==> config.mk <==
export PLATFORM = sky130hd
export DESIGN_NAME = stg_ma
export DESIGN_NICKNAME = d
export VERILOG_FILES = /design/src/rtl/stg_ma_pkg.sv /design/src/rtl/stg_ma_mem_bus_fsm.sv /design/src/rtl/stg_ma.sv
export SDC_FILE = /design/constraint.sdc
export NUM_CORES = 1
export LEC_CHECK = 0
export BUFFER_PORTS_ARGS = -buffer_cell sky130_fd_sc_hd__buf_2
export CAP_MARGIN = 20
export CORE_AREA = 2 2 214 216
export CTS_CLUSTER_SIZE = 14
export DETAILED_ROUTE_END_ITERATION = 7
export DIE_AREA = 0 0 216 218
export PLACE_DENSITY = 0.45
export SLEW_MARGIN = 10
export SYNTH_ARGS = -nofsm -noshare
export SYNTH_HDL_FRONTEND = slang
export SYNTH_SLANG_ARGS = --single-unit
export TNS_END_PERCENT = 10
==> constraint.sdc <==
create_clock -name iw_clk -period 9.4 [get_ports iw_clk]
set_clock_uncertainty 0.1 [all_clocks]
set_input_delay 0.94 -clock iw_clk [delete_from_list [all_inputs] [get_ports iw_clk]]
set_output_delay 0.94 -clock iw_clk [all_outputs]
set_load 0.005 [all_outputs]
==> src/rtl/stg_ma_pkg.sv <==
// stg_ma_pkg: shared widths, memory-op encodings and FSM state codes for the
// memory-access stage (stg_ma) and its bus sequencer (stg_ma_mem_bus_fsm).
package stg_ma_pkg;

  // Datapath widths
  localparam int ADDR_W   = 32;
  localparam int DATA_W   = 32;
  localparam int OPC_W    = 8;
  localparam int TGT_GP_W = 4;
  localparam int TGT_SR_W = 2;
  localparam int TGT_AR_W = 2;

  // Memory operation encodings (2'b11 is treated as no access)
  localparam int SIZE_MEMOP = 2;
  localparam logic [SIZE_MEMOP-1:0] MEMOP_NONE  = 2'b00;
  localparam logic [SIZE_MEMOP-1:0] MEMOP_LOAD  = 2'b01;
  localparam logic [SIZE_MEMOP-1:0] MEMOP_STORE = 2'b10;

  // Bus sequencer states
  localparam logic [0:0] ST_IDLE = 1'b0;
  localparam logic [0:0] ST_WAIT = 1'b1;

  // True when the op actually touches the data bus
  function automatic logic memop_is_access(input logic [SIZE_MEMOP-1:0] op);
    return (op == MEMOP_LOAD) || (op == MEMOP_STORE);
  endfunction

endpackage

==> src/rtl/stg_ma_mem_bus_fsm.sv <==
// stg_ma_mem_bus_fsm: issues one request on the ready-based data bus, holds
// address/data/we stable until ready, tracks a kill flag for flushes that
// arrive while the bus cannot be aborted, and produces completion pulses.
// Optional bus-wait timeout: define STG_MA_TIMEOUT_EN.
module stg_ma_mem_bus_fsm
  import stg_ma_pkg::*;
#(
  parameter int TIMEOUT_CYCLES = 255
) (
  input  logic              iw_clk,
  input  logic              iw_rst,
  input  logic              iw_issue,
  input  logic              iw_is_store,
  input  logic [ADDR_W-1:0] iw_addr,
  input  logic [DATA_W-1:0] iw_wdata,
  input  logic              iw_flush,
  input  logic              iw_mem_ready,
  input  logic              iw_mem_err,
  output logic              ow_mem_req,
  output logic              ow_mem_we,
  output logic [ADDR_W-1:0] ow_mem_addr,
  output logic [DATA_W-1:0] ow_mem_wdata,
  output logic              ow_busy,
  output logic              ow_done,
  output logic              ow_done_err,
  output logic              ow_stall
);

  logic [0:0]        r_state;
  logic              r_we;
  logic [ADDR_W-1:0] r_addr;
  logic [DATA_W-1:0] r_wdata;
  logic              r_kill;

  logic w_wait;
  logic w_timeout;
  logic w_complete;
  logic w_kill;
  logic w_err;

  assign w_wait     = (r_state == ST_WAIT);
  assign w_complete = w_wait && (iw_mem_ready || w_timeout);
  // A flush in the completing cycle kills the access just like an earlier one
  assign w_kill     = r_kill || iw_flush;
  // Ready wins over a coincident timeout; otherwise a timeout is an error
  assign w_err      = iw_mem_ready ? iw_mem_err : w_timeout;

  assign ow_mem_req   = w_wait;
  assign ow_mem_we    = w_wait && r_we;
  assign ow_mem_addr  = r_addr;
  assign ow_mem_wdata = r_wdata;
  assign ow_busy      = w_wait;
  assign ow_done      = w_complete && !w_kill && !w_err;
  assign ow_done_err  = w_complete && !w_kill && w_err;
  assign ow_stall     = iw_issue || (w_wait && !w_complete);

`ifdef STG_MA_TIMEOUT_EN
  localparam int CNT_W = $clog2(TIMEOUT_CYCLES + 1);
  localparam logic [CNT_W-1:0] CNT_LAST = CNT_W'(TIMEOUT_CYCLES - 1);

  logic [CNT_W-1:0] r_cnt;

  // Count WAIT cycles; the last allowed cycle completes as an error
  always_ff @(posedge iw_clk or posedge iw_rst) begin
    if (iw_rst) begin
      r_cnt <= '0;
    end else if (iw_issue) begin
      r_cnt <= '0;
    end else if (w_wait && !w_complete) begin
      r_cnt <= r_cnt + CNT_W'(1);
    end
  end

  assign w_timeout = w_wait && (r_cnt == CNT_LAST);
`else
  assign w_timeout = 1'b0;
`endif

  // Request registers, state and kill flag
  always_ff @(posedge iw_clk or posedge iw_rst) begin
    if (iw_rst) begin
      r_state <= ST_IDLE;
      r_we    <= 1'b0;
      r_addr  <= '0;
      r_wdata <= '0;
      r_kill  <= 1'b0;
    end else begin
      case (r_state)
        ST_IDLE: begin
          if (iw_issue) begin
            r_state <= ST_WAIT;
            r_we    <= iw_is_store;
            r_addr  <= iw_addr;
            r_wdata <= iw_wdata;
            r_kill  <= 1'b0;
          end
        end
        default: begin
          if (w_complete) begin
            r_state <= ST_IDLE;
            r_we    <= 1'b0;
            r_kill  <= 1'b0;
          end else if (iw_flush) begin
            r_kill  <= 1'b1;
          end
        end
      endcase
    end
  end

endmodule

==> src/rtl/stg_ma.sv <==
// stg_ma: memory-access pipeline stage. Passes non-memory instructions to
// writeback in one cycle, sequences loads/stores through stg_ma_mem_bus_fsm
// while stalling the front of the pipe, and muxes load data into the result.
// Optional bus-wait timeout: define STG_MA_TIMEOUT_EN.
module stg_ma
  import stg_ma_pkg::*;
#(
  parameter int TIMEOUT_CYCLES = 255
) (
  input  logic                  iw_clk,
  input  logic                  iw_rst,
  input  logic [ADDR_W-1:0]     iw_pc,
  input  logic [DATA_W-1:0]     iw_instr,
  input  logic [OPC_W-1:0]      iw_opc,
  input  logic [OPC_W-1:0]      iw_root_opc,
  input  logic [TGT_GP_W-1:0]   iw_tgt_gp,
  input  logic                  iw_tgt_gp_we,
  input  logic [TGT_SR_W-1:0]   iw_tgt_sr,
  input  logic                  iw_tgt_sr_we,
  input  logic [TGT_AR_W-1:0]   iw_tgt_ar,
  input  logic                  iw_tgt_ar_we,
  input  logic [DATA_W-1:0]     iw_result,
  input  logic [ADDR_W-1:0]     iw_sr_result,
  input  logic [ADDR_W-1:0]     iw_ar_result,
  input  logic                  iw_trap_pending,
  input  logic [SIZE_MEMOP-1:0] iw_mem_op,
  input  logic [ADDR_W-1:0]     iw_mem_addr,
  input  logic [DATA_W-1:0]     iw_mem_wdata,
  input  logic                  iw_flush,
  output logic                  ow_mem_req,
  output logic                  ow_mem_we,
  output logic [ADDR_W-1:0]     ow_mem_addr,
  output logic [DATA_W-1:0]     ow_mem_wdata,
  input  logic                  iw_mem_ready,
  input  logic [DATA_W-1:0]     iw_mem_rdata,
  input  logic                  iw_mem_err,
  output logic                  ow_stall,
  output logic [ADDR_W-1:0]     ow_pc,
  output logic [DATA_W-1:0]     ow_instr,
  output logic [OPC_W-1:0]      ow_opc,
  output logic [OPC_W-1:0]      ow_root_opc,
  output logic [TGT_GP_W-1:0]   ow_tgt_gp,
  output logic                  ow_tgt_gp_we,
  output logic [TGT_SR_W-1:0]   ow_tgt_sr,
  output logic                  ow_tgt_sr_we,
  output logic [TGT_AR_W-1:0]   ow_tgt_ar,
  output logic                  ow_tgt_ar_we,
  output logic [DATA_W-1:0]     ow_result,
  output logic [ADDR_W-1:0]     ow_sr_result,
  output logic [ADDR_W-1:0]     ow_ar_result,
  output logic                  ow_trap_pending
);

  logic              w_busy;
  logic              w_done;
  logic              w_done_err;
  logic              w_issue;
  logic              w_we_en;
  logic              w_trap_next;
  logic [DATA_W-1:0] w_result_next;

  // Trapping or flushed instructions never reach the bus
  assign w_issue = !w_busy && memop_is_access(iw_mem_op) && !iw_trap_pending && !iw_flush;

  stg_ma_mem_bus_fsm #(
    .TIMEOUT_CYCLES(TIMEOUT_CYCLES)
  ) u_bus (
    .iw_clk       (iw_clk),
    .iw_rst       (iw_rst),
    .iw_issue     (w_issue),
    .iw_is_store  (iw_mem_op == MEMOP_STORE),
    .iw_addr      (iw_mem_addr),
    .iw_wdata     (iw_mem_wdata),
    .iw_flush     (iw_flush),
    .iw_mem_ready (iw_mem_ready),
    .iw_mem_err   (iw_mem_err),
    .ow_mem_req   (ow_mem_req),
    .ow_mem_we    (ow_mem_we),
    .ow_mem_addr  (ow_mem_addr),
    .ow_mem_wdata (ow_mem_wdata),
    .ow_busy      (w_busy),
    .ow_done      (w_done),
    .ow_done_err  (w_done_err),
    .ow_stall     (ow_stall)
  );

  // Decide write enables, trap and result for the bundle latched this cycle;
  // anything other than a clean pass or a clean completion is a bubble
  always_comb begin
    w_we_en       = 1'b1;
    w_trap_next   = iw_trap_pending;
    w_result_next = iw_result;
    if (w_busy) begin
      if (w_done) begin
        if (iw_mem_op == MEMOP_LOAD) begin
          w_result_next = iw_mem_rdata;
        end
      end else if (w_done_err) begin
        w_we_en     = 1'b0;
        w_trap_next = 1'b1;
      end else begin
        w_we_en     = 1'b0;
        w_trap_next = 1'b0;
      end
    end else if (iw_flush || w_issue) begin
      w_we_en     = 1'b0;
      w_trap_next = 1'b0;
    end
  end

  // Output latch feeding writeback
  always_ff @(posedge iw_clk or posedge iw_rst) begin
    if (iw_rst) begin
      ow_pc           <= '0;
      ow_instr        <= '0;
      ow_opc          <= '0;
      ow_root_opc     <= '0;
      ow_tgt_gp       <= '0;
      ow_tgt_gp_we    <= 1'b0;
      ow_tgt_sr       <= '0;
      ow_tgt_sr_we    <= 1'b0;
      ow_tgt_ar       <= '0;
      ow_tgt_ar_we    <= 1'b0;
      ow_result       <= '0;
      ow_sr_result    <= '0;
      ow_ar_result    <= '0;
      ow_trap_pending <= 1'b0;
    end else begin
      ow_pc           <= iw_pc;
      ow_instr        <= iw_instr;
      ow_opc          <= iw_opc;
      ow_root_opc     <= iw_root_opc;
      ow_tgt_gp       <= iw_tgt_gp;
      ow_tgt_gp_we    <= iw_tgt_gp_we && w_we_en;
      ow_tgt_sr       <= iw_tgt_sr;
      ow_tgt_sr_we    <= iw_tgt_sr_we && w_we_en;
      ow_tgt_ar       <= iw_tgt_ar;
      ow_tgt_ar_we    <= iw_tgt_ar_we && w_we_en;
      ow_result       <= w_result_next;
      ow_sr_result    <= iw_sr_result;
      ow_ar_result    <= iw_ar_result;
      ow_trap_pending <= w_trap_next;
    end
  end

endmodule

==> results of run 1 <==
## registers in the layout (all words and copies together) (netlist names), 8 cells and up
| register | flops |
|---|---|
| ow_opc | 8 |
| ow_sr_result | 32 |
| u_bus.ow_mem_addr | 32 |
| ow_pc | 32 |
| ow_instr | 32 |
| ow_ar_result | 32 |
| u_bus.ow_mem_wdata | 32 |
| ow_root_opc | 8 |
| ow_result | 32 |
## critical path: cells and delay by family
kind / cells / cell delay, ns
buf+inv: 4 / 1.01
fa+ha+maj: 1 / 0.33
simple gates: 1 / 0.22
compound gates: 1 / 0.14
## power breakdown
group	internal (mW)	total, mW	switching, mW	leakage, nW
clock network	0.702	1.15	0.450	0.475
registers	1.22	1.27	0.0511	3.00
logic	0.193	0.344	0.151	2.64
## kinds of logic (layout without fill, tap and decap cells)
group / after synthesis / in the layout / synth area share [%]
and+or+nand+nor: 10 / 10 / 1.16
AOI/OAI and AO/OA: 9 / 9 / 0.776
adders and majority gates: 2 / 2 / 0.324
DFF: 255 / 255 / 82.5
buffers and inverters: 16 / 603 / 1.25
muxes: 96 / 96 / 14.0
other: 0 / 1 / 0
## layout by cell type (no fill, tap or decap)
| master | instances |
|---|---|
| a211oi_1 | 3 |
| a21o_1 | 3 |
| a21oi_1 | 2 |
| and2_1 | 4 |
| buf_2 | 545 |
| buf_4 | 4 |
| bufinv_16 | 3 |
| clkbuf_1 | 6 |
| clkbuf_16 | 29 |
| clkbuf_8 | 7 |
| clkinv_2 | 1 |
| clkinv_4 | 1 |
| clkinvlp_4 | 1 |
| dfrtp_1 | 255 |
| diode_2 | 1 |
| ha_1 | 2 |
| inv_1 | 4 |
| inv_16 | 1 |
| inv_8 | 1 |
| mux2_1 | 2 |
| mux2_2 | 94 |
| nand2_1 | 1 |
| nor3_1 | 1 |
| nor3_4 | 1 |
| nor3b_1 | 1 |
| nor4_4 | 1 |
| o21ai_0 | 1 |
| or3b_4 | 1 |
## worst paths after layout
kind	startpoint	endpoint	slack (ns)
worst min register to register	u_bus.ow_mem_addr[27]	u_bus.ow_mem_addr[27]	0.40
worst max-delay path	iw_mem_op[0]	ow_stall	5.72
worst min-delay path	iw_sr_result[26]	ow_sr_result[26]	0.37
worst max register to register	u_bus.ow_busy	u_bus.ow_mem_wdata[13]	7.06
min in group asynchronous	iw_rst	ow_instr[9]	0.43
max in group asynchronous	iw_rst	ow_sr_result[9]	7.26
## routing by layer
layer | up-vias | track usage, % | share of wire [%]
li1 | 2440 | - | -
met1 | 2662 | 11.4 | 37
met2 | 275 | 17.7 | 51
met3 | 43 | 3.71 | 9.5
met4 | 2 | 3.20 | 2.2
met5 | - | 0 | 0.064
## cell type report
type / count / area, um^2 / share of cell area [%]
sequential: 255 / 6380 / 52.5
clock inverter: 7 / 131 / 1.08
multi-input combinational: 117 / 1260 / 10.3
clock buffer: 42 / 845 / 6.95
tap: 600 / 751 / 6.18
antenna: 1 / 2.50 / 0.0206
inverter: 5 / 26.3 / 0.216
timing repair buffer: 549 / 2760 / 22.7
## metrics by stage
step	hold WS, ns	instances	setup slack (ns)
6_report	0.372	1576	5.72
5_1_grt	0.329	1575	5.54
4_1_cts	0.330	1575	5.62
3_5_place_dp	0.391	1526	5.62
3_3_place_gp	0.384	1526	5.63
2_1_floorplan	0.405	388	1.35
==> impl_metrics.yaml, run 1 <==
global_route:
  grt_pass1_wl_um: 36100
  grt_pass1_vias: 5829
  antenna_found_initial: 3
  grt_overflow_total: 0
  grt_max_degree: 124
  track_usage_pct: 10.1
synthesis:
  synthDistinctLibCells: 20
  yosys_warnings: 0
  synth-main-ff-cell: "dfrtp_1"
  synth_nets: 681
  synthCells: 388
  avgSynthCellArea_um2: 19.9
  synth_top_area_share_pct: 82.5
  synthTopCellsByCount: "255 x dfrtp_1, 94 x mux2_2, 5 x buf_2, 5 x inv_1, 4 x and2_1"
  synth_edf_count: 0
  synth_area_leaders: "dfrtp_1 83%, mux2_2 14%, buf_6 0.44%"
  synth_largest_area_cell: "dfrtp_1"
  async_flop_share_pct: 100
  ys_ff_latch: 255
  seq_area_frac_synth_pct: 82.5
  synth_area_um2: 7730
  synth_most_common_cell: "dfrtp_1"
detailed_routing:
  first_iter_violations: 190
  wire_per_inst_um: 15.8
  drtPass1Iterations: 4
  vias: 5422
  drc: 0
  routed_wirelength_um: 24900
  postRouteAntennaNets: 0
  via_per_inst: 3.44
cts:
  cts_post_setup_buffers_inserted: 0
  clkTransAtPathRegs_ns: 0.06
  insertion_delay_ns: 0.56
  cts_buffer_depth: 3
  cts_buffers: 29
  ctsResizeCount: 0
  clock-root-buffer: "clkbuf_16"
  holdBufCountCts: 0
  htreeDepth: 1
  clock-sinks: 255
  tritoncts: "yes"
placed_design:
  gp_congestion: 0.776
  portBuffers: 545
  place_area_um2: 11200
  hpwl_um: 19200
hold_path:
  hold_class: "in -> reg"
  hold-path-cell-count: 1
critical_path:
  worst-setup-path-type: "in -> out"
  required_ns: 8.36
  worstPathArrival_ns: 2.64
  end_kind: "output pin"
  crit_fanout: 69
  path_common_cell: "buf_2"
  crit_chain: "buf_2 > inv_1 > ha_1 > nor4_4 > buf_4 > a21o_1 > buf_2"
  cpMaxStageDelayCell: "buf_4"
  slowest_delay_ns: 0.77
  worstSetupStartpointType: "input pin"
  rr_worst_depth: 3
floorplan:
  die_area_um2: 47100
  initial_core_util_pct: 17.2
  ioPinCount: 546
  die_y_um: 218
  die_w_um: 216
  coreArea_um2: 44900
  row_count: 78
final_layout:
  layout.nets: 1250
  areaGrowthSynthToFinish_pct: 57.1
  drive_above_1_share_pct: 70.8
  fillers: 4735
  final_core_util_pct: 27.1
  final_cell_area_um2: 12200
timing:
  hold_viol_final: 0
  setup_violations: 0
  maxSlewHeadroom_pct: 32.9
  drv_slew: 0
  fmax_mhz: 271
  setup_tns_ns: 0
  rsz0062_at_grt: "false"
  period_needed_ns: 3.68
  worst_pin_slew_ns: 1.01
  post-route-period-util_pct: 39.2
flow_run:
  cap_violations: 0
power:
  powerDensity_nw_per_um2: 228
  power_mw: 2.77
  ir_drop_mv: 0.127
  p_leak_nw: 6.11
run_status:
  status: "complete, no violations"
Power figures use the tool's default switching activity.
==> inputs of run 2 (changes only) <==
--- a/config.mk
+++ b/config.mk
@@ -5,13 +5,14 @@
 export SDC_FILE = /design/constraint.sdc
 export NUM_CORES = 1
 export LEC_CHECK = 0
+export ABC_AREA = 1
 export BUFFER_PORTS_ARGS = -buffer_cell sky130_fd_sc_hd__buf_2
 export CAP_MARGIN = 20
-export CORE_AREA = 2 2 214 216
+export CORE_AREA = 2 2 213 215
 export CTS_CLUSTER_SIZE = 14
 export DETAILED_ROUTE_END_ITERATION = 7
-export DIE_AREA = 0 0 216 218
-export PLACE_DENSITY = 0.45
+export DIE_AREA = 0 0 215 217
+export PLACE_DENSITY = 0.48
 export SLEW_MARGIN = 10
 export SYNTH_ARGS = -nofsm -noshare
 export SYNTH_HDL_FRONTEND = slang
==> constraint.sdc (replaced) <==
create_clock -name iw_clk -period 3 [get_ports iw_clk]
set_clock_uncertainty 0.1 [all_clocks]
set_input_delay 0.3 -clock iw_clk [delete_from_list [all_inputs] [get_ports iw_clk]]
set_output_delay 0.3 -clock iw_clk [all_outputs]
set_load 0.005 [all_outputs]
==> impl_metrics.yaml, run 2 <==
run_status:
  status: "complete, no violations"
final_layout:
  areaGrowthSynthToFinish_pct: 87.2
  layout.nets: 1765
  fillers: 4487
  diodes: 0
  drive_above_1_share_pct: 41.3
  final_common_cell: "buf_2"
  layout_common_cells: "545 x buf_2, 268 x dlygate4sd3_1, 255 x dfrtp_1, 132 x nand2_1, 75 x inv_1"
  final_cell_area_um2: 15400
cts:
  clock-sinks: 255
  cts_buffers: 29
  htreeDepth: 1
  clock-root-buffer: "clkbuf_16"
  cts_buffer_depth: 3
  tritoncts: "yes"
  ctsResizeCount: 0
  cts_post_setup_buffers_inserted: 0
  clkTransAtPathRegs_ns: 0.06
  insertion_delay_ns: 0.54
synthesis:
  synth_largest_area_cell: "dfrtp_1"
  synthCells: 640
  async_flop_share_pct: 100
  synth-main-ff-cell: "dfrtp_1"
  synth_nets: 933
  synthDistinctLibCells: 21
  synth_edf_count: 0
  synthTopCellsByCount: "255 x dfrtp_1, 132 x nand2_1, 76 x inv_1"
  synth_top_area_share_pct: 77.7
  avgSynthCellArea_um2: 12.8
  synth_area_leaders: "dfrtp_1 78%, nand2_1 6.0%, o21ai_0 4.3%"
  synth_area_um2: 8210
  yosys_warnings: 0
  synth_most_common_cell: "dfrtp_1"
  seq_area_frac_synth_pct: 77.7
  ys_ff_latch: 255
timing:
  worst_pin_slew_ns: 0.933
  post-route-period-util_pct: 76.3
  maxSlewHeadroom_pct: 37.8
  fmax_mhz: 437
  drv_slew: 0
  setup_violations: 0
  hold_slack_ns: 0.0334
  hold_viol_final: 0
  period_needed_ns: 2.29
  rsz0062_at_grt: "false"
global_route:
  grtUsageMet1_pct: 14.2
  gr-usage-met2_pct: 22.1
  grt_most_used_layer: "met2"
  track_usage_pct: 12.4
  grt_pass1_vias: 8276
  grt_max_degree: 69
  antenna_found_initial: 0
  grt_pass1_wl_um: 46000
  met3_usage_pct: 2.80
  grt_overflow_total: 0
detailed_routing:
  vias: 7645
  via_per_inst: 3.65
  drtPass1Iterations: 4
  first_iter_violations: 366
  wire_per_inst_um: 14.4
  routed_wirelength_um: 30200
  postRouteAntennaNets: 0
  drc: 0
floorplan:
  initial_core_util_pct: 18.4
  die_area_um2: 46700
  coreArea_um2: 44700
  row_count: 78
  die_w_um: 215
  die_y_um: 217
  ioPinCount: 546
critical_path:
  end_kind: "flop"
  crit_fanout: 36
  worstSetupStartpointType: "input pin"
  worstPathArrival_ns: 2.62
  worst-setup-path-type: "in -> reg"
  required_ns: 3.33
  r2r_slack_ns: 0.72
hold_path:
  hold_class: "in -> reg"
power:
  powerDensity_nw_per_um2: 586
  ir_drop_mv: 0.365
  p_leak_nw: 7.98
placed_design:
  hpwl_um: 21200
  gp_congestion: 0.796
  portBuffers: 545
  place_area_um2: 11700
flow_run:
  cap_violations: 0
-- run 2: cell count changes after synthesis, moves of 3 or more --
cell      change
a21boi_0     +32
buf_6         +7
o21ai_1      +30
and2_1        -4
clkbuf_1     +12
nand3_1       +4
a21o_1        -3
nand2_1     +131
o21ai_0      +69
mux2_2       -94
a211oi_1      -3
inv_1        +71
-- run 2: critical path, stage by stage --
cell	delay, ns
dlygate4sd3_1	0.54
buf_2	0.14
nor2_1	0.21
nand3b_4	0.34
buf_4	0.36
nand2_1	0.09
o21ai_1	0.05
dlygate4sd3_1	0.55
-- run 2: stage by stage --
stage / total power, mW / utilization [%] / setup WS (ns) / setup TNS (ns) / instances
after global routing: 9.48 / 34.4 / 0.532 / 0 / 2094
after CTS: 9.15 / 34.4 / 0.648 / 0 / 2094
final: 9.01 / 34.4 / 0.712 / 0 / 2094
after floorplan: 4.38 / - / -0.758 / -193.20 / 640
after detailed placement: 5.12 / 26.1 / 0.931 / 0 / 1773
after global placement: 5.09 / 26.1 / 0.943 / 0 / 1773
-- run 2: area by class of cell --
type                    count  area (um^2)  area share, %
clock buffers              41          861           5.60
inverters                  77          293           1.90
clock inverters            12          146          0.952
multi-input cells         280         1370           8.88
flip-flops and latches    255         6380           41.5
repair buffers            829         5580           36.3
well taps                 600          751           4.88
-- run 2: cells by family (layout without fill, tap and decap cells) --
family / count (synthesis) / after routing / share of synthesized area, %
AO/OA/AOI/OAI: 136 / 136 / 9.29
adder cells (fa/ha/maj): 2 / 2 / 0.305
buffers and inverters: 105 / 959 / 5.79
flip-flops: 255 / 255 / 77.7
AND/OR/NAND/NOR: 142 / 142 / 6.93
-- run 2: worst paths after layout --
path,start,to,depth (start not counted)
max in group asynchronous,iw_rst,ow_instr[5],5
worst max register to register,u_bus.ow_busy,ow_result[14],7
worst min-delay path,iw_mem_rdata[18],ow_result[18],4
min in group asynchronous,iw_rst,ow_root_opc[2],3
worst max-delay path,iw_flush,ow_result[14],8
worst min register to register,u_bus.ow_mem_addr[22],u_bus.ow_mem_addr[22],2
-- run 2: repair_timing --
| item | in CTS | in global routing |
|---|---|---|
| hold endpoints to repair | 323 | 0 |
| hold buffers | 268 | 0 |
| setup endpoints to repair | 0 | 0 |
-- run 2: report_power, final --
group,total (mW),leakage (nW),switching [mW],internal (mW)
Sequential,3.97,3.04,0.166,3.80
Clock,3.67,0.504,1.43,2.25
Combinational,1.37,4.44,0.618,0.748
Total,9.01,7.98,2.21,6.80
-- run 2: routing by layer --
metal,wire [um],up-vias
li1,-,3663
met1,11700,3570
met2,15100,349
met3,2140,63
met4,1220,0
met5,0,-
==> inputs of run 3 (changes only) <==
--- a/config.mk
+++ b/config.mk
@@ -5,13 +5,13 @@
 export SDC_FILE = /design/constraint.sdc
 export NUM_CORES = 1
 export LEC_CHECK = 0
-export ABC_AREA = 1
+export ABC_AREA = 0
 export BUFFER_PORTS_ARGS = -buffer_cell sky130_fd_sc_hd__buf_2
 export CAP_MARGIN = 20
-export CORE_AREA = 2 2 213 215
+export CORE_AREA = 2 2 210 212
 export CTS_CLUSTER_SIZE = 14
 export DETAILED_ROUTE_END_ITERATION = 7
-export DIE_AREA = 0 0 215 217
+export DIE_AREA = 0 0 212 214
 export PLACE_DENSITY = 0.48
 export SLEW_MARGIN = 10
 export SYNTH_ARGS = -nofsm -noshare
==> constraint.sdc (replaced) <==
create_clock -name iw_clk -period 2.09 [get_ports iw_clk]
set_clock_uncertainty 0.1 [all_clocks]
set_input_delay 0.209 -clock iw_clk [delete_from_list [all_inputs] [get_ports iw_clk]]
set_output_delay 0.209 -clock iw_clk [all_outputs]
set_load 0.005 [all_outputs]
==> impl_metrics.yaml, run 3 (same netlist as run 1, synthesis figures left out) <==
cts:
  tritoncts: "yes"
  cts_buffer_depth: 3
  cts_buffers: 28
  clkTransAtPathRegs_ns: 0.06
  clock-sinks: 255
  clock-root-buffer: "clkbuf_16"
  insertion_delay_ns: 0.54
  htreeDepth: 1
flow_run:
  cap_violations: 0
detailed_routing:
  wire_per_inst_um: 14.9
  routed.top_layer: "met4"
  first_iter_violations: 276
  met1_length_um: 10000
  drtPass1Iterations: 4
  routed_wirelength_um: 27800
  postRouteAntennaNets: 0
  drc: 0
  dr_wl_met2_um: 14600
  routed-wl-met3_um: 2070
  via_per_inst: 3.57
  vias: 6652
final_layout:
  layout.nets: 1547
  final_core_util_pct: 35.4
  final_cell_area_um2: 15200
  layout_common_cells: "545 x buf_2, 292 x dlygate4sd3_1, 254 x dfrtp_1, 94 x mux2_2, 29 x clkbuf_16"
  diodes: 0
  areaGrowthSynthToFinish_pct: 96.1
  final_common_cell: "buf_2"
  drive_above_1_share_pct: 54.7
global_route:
  grt_pass1_vias: 7609
  grt_overflow_total: 0
  track_usage_pct: 11.8
  grt_pass1_wl_um: 41900
  antenna_found_initial: 0
  grt_max_degree: 109
timing:
  hold_viol_final: 0
  worst_pin_slew_ns: 0.607
  setup_violations: 0
  drv_slew: 0
  post-route-period-util_pct: 96.4
  rsz0062_at_grt: "false"
  fmax_mhz: 496
  maxSlewHeadroom_pct: 59.5
  period_needed_ns: 2.01
critical_path:
  reg2reg_to: "ow_tgt_gp_we"
  slowest_delay_ns: 0.57
  rr_startpoint: "u_bus.r_kill"
  crit_fanout: 11
  worstPathArrival_ns: 2.34
  endpoint: "u_bus.r_kill"
  rr_worst_depth: 4
  crit_start: "iw_flush"
  end_kind: "flop"
  cpMaxStageDelayCell: "dlygate4sd3_1"
  crit_chain: "dlygate4sd3_1 > buf_2 > nor4_4 > buf_4 > bufbuf_16 > a211oi_1 > dlygate4sd3_1"
  path_common_cell: "dlygate4sd3_1"
  r2r_slack_ns: 0.11
  required_ns: 2.41
  worstSetupStartpointType: "input pin"
  worst-setup-path-type: "in -> reg"
floorplan:
  die_area_um2: 45400
  coreArea_um2: 42900
  row_count: 76
  initial_core_util_pct: 18.0
  die_w_um: 212
  die_y_um: 214
  ioPinCount: 546
power:
  p_leak_nw: 7.39
  powerDensity_nw_per_um2: 841
  power_mw: 12.8
  ir_drop_mv: 0.698
placed_design:
  gp_congestion: 0.804
  hpwl_um: 18700
  portBuffers: 545
  place_area_um2: 11200
hold_path:
  hold-path-cell-count: 4
  hold_class: "in -> reg"
run_status:
  status: "complete, no violations"
run 3: worst min path at each step:
| stage | endpoint | slack [ns] | startpoint |
|---|---|---|---|
| final | u_bus.ow_mem_addr[2] | 0.17 | iw_trap_pending |
| after detailed placement | ow_sr_result[16] | 0.22 | iw_sr_result[16] |
| after floorplan | ow_ar_result[0] | 0.14 | iw_ar_result[0] |
| after global placement | ow_sr_result[22] | 0.22 | iw_sr_result[22] |
| after global routing | u_bus.ow_mem_addr[2] | 0.14 | iw_trap_pending |
| after CTS | u_bus.ow_mem_addr[2] | 0.12 | iw_trap_pending |
run 3: final cells by class:
cell class,instances,area (um^2)
fill,4087,27700
multi-input combinational,117,1260
timing repair buffer,847,5830
tap,585,732
inverter,5,22.5
clock buffer,48,897
clock inverter,4,48.8
sequential,255,6380
run 3: what timing repair did:
| item | 4_1_cts | 5_1_grt |
|---|---|---|
| cloned | 1 | 0 |
| pin swaps | 1 | 0 |
| hold endpoints to repair | 510 | 0 |
| resized for setup | 0 | 2 |
| buffers inserted | 2 | 0 |
| setup endpoints to repair | 1 | 4 |
| hold buffers | 292 | 0 |
run 3: routing by layer:
| metal | GRT usage, % | up-vias |
|---|---|---|
| li1 | - | 3034 |
| met1 | 12.3 | 3225 |
| met2 | 22.0 | 336 |
| met3 | 3.24 | 57 |
| met4 | 4.77 | 0 |
| met5 | 0 | - |
run 3: where the power goes:
group | switching, mW | total, mW | internal (mW)
clock network | 1.96 | 4.98 | 3.01
registers | 0.241 | 5.73 | 5.49
logic | 0.789 | 2.05 | 1.26
total | 2.99 | 12.8 | 9.77
run 3: worst max-delay path: cells and delay by family:
family | cells | cell delay, ns
and+or+nand+nor | 1 | 0.36
AOI/OAI and AO/OA | 1 | 0.05
buffers and inverters | 5 | 1.72
run 3: through the flow:
stage / hold slack (ns) / cells / setup slack [ns] / setup TNS (ns)
6_report: 0.165 / 1861 / 0.0757 / 0
2_1_floorplan: 0.140 / 388 / -1.58 / -402.04
3_5_place_dp: 0.218 / 1514 / 0.0952 / 0
3_3_place_gp: 0.216 / 1514 / 0.114 / 0
5_1_grt: 0.137 / 1861 / 0.0164 / 0
4_1_cts: 0.120 / 1861 / 0.0312 / 0
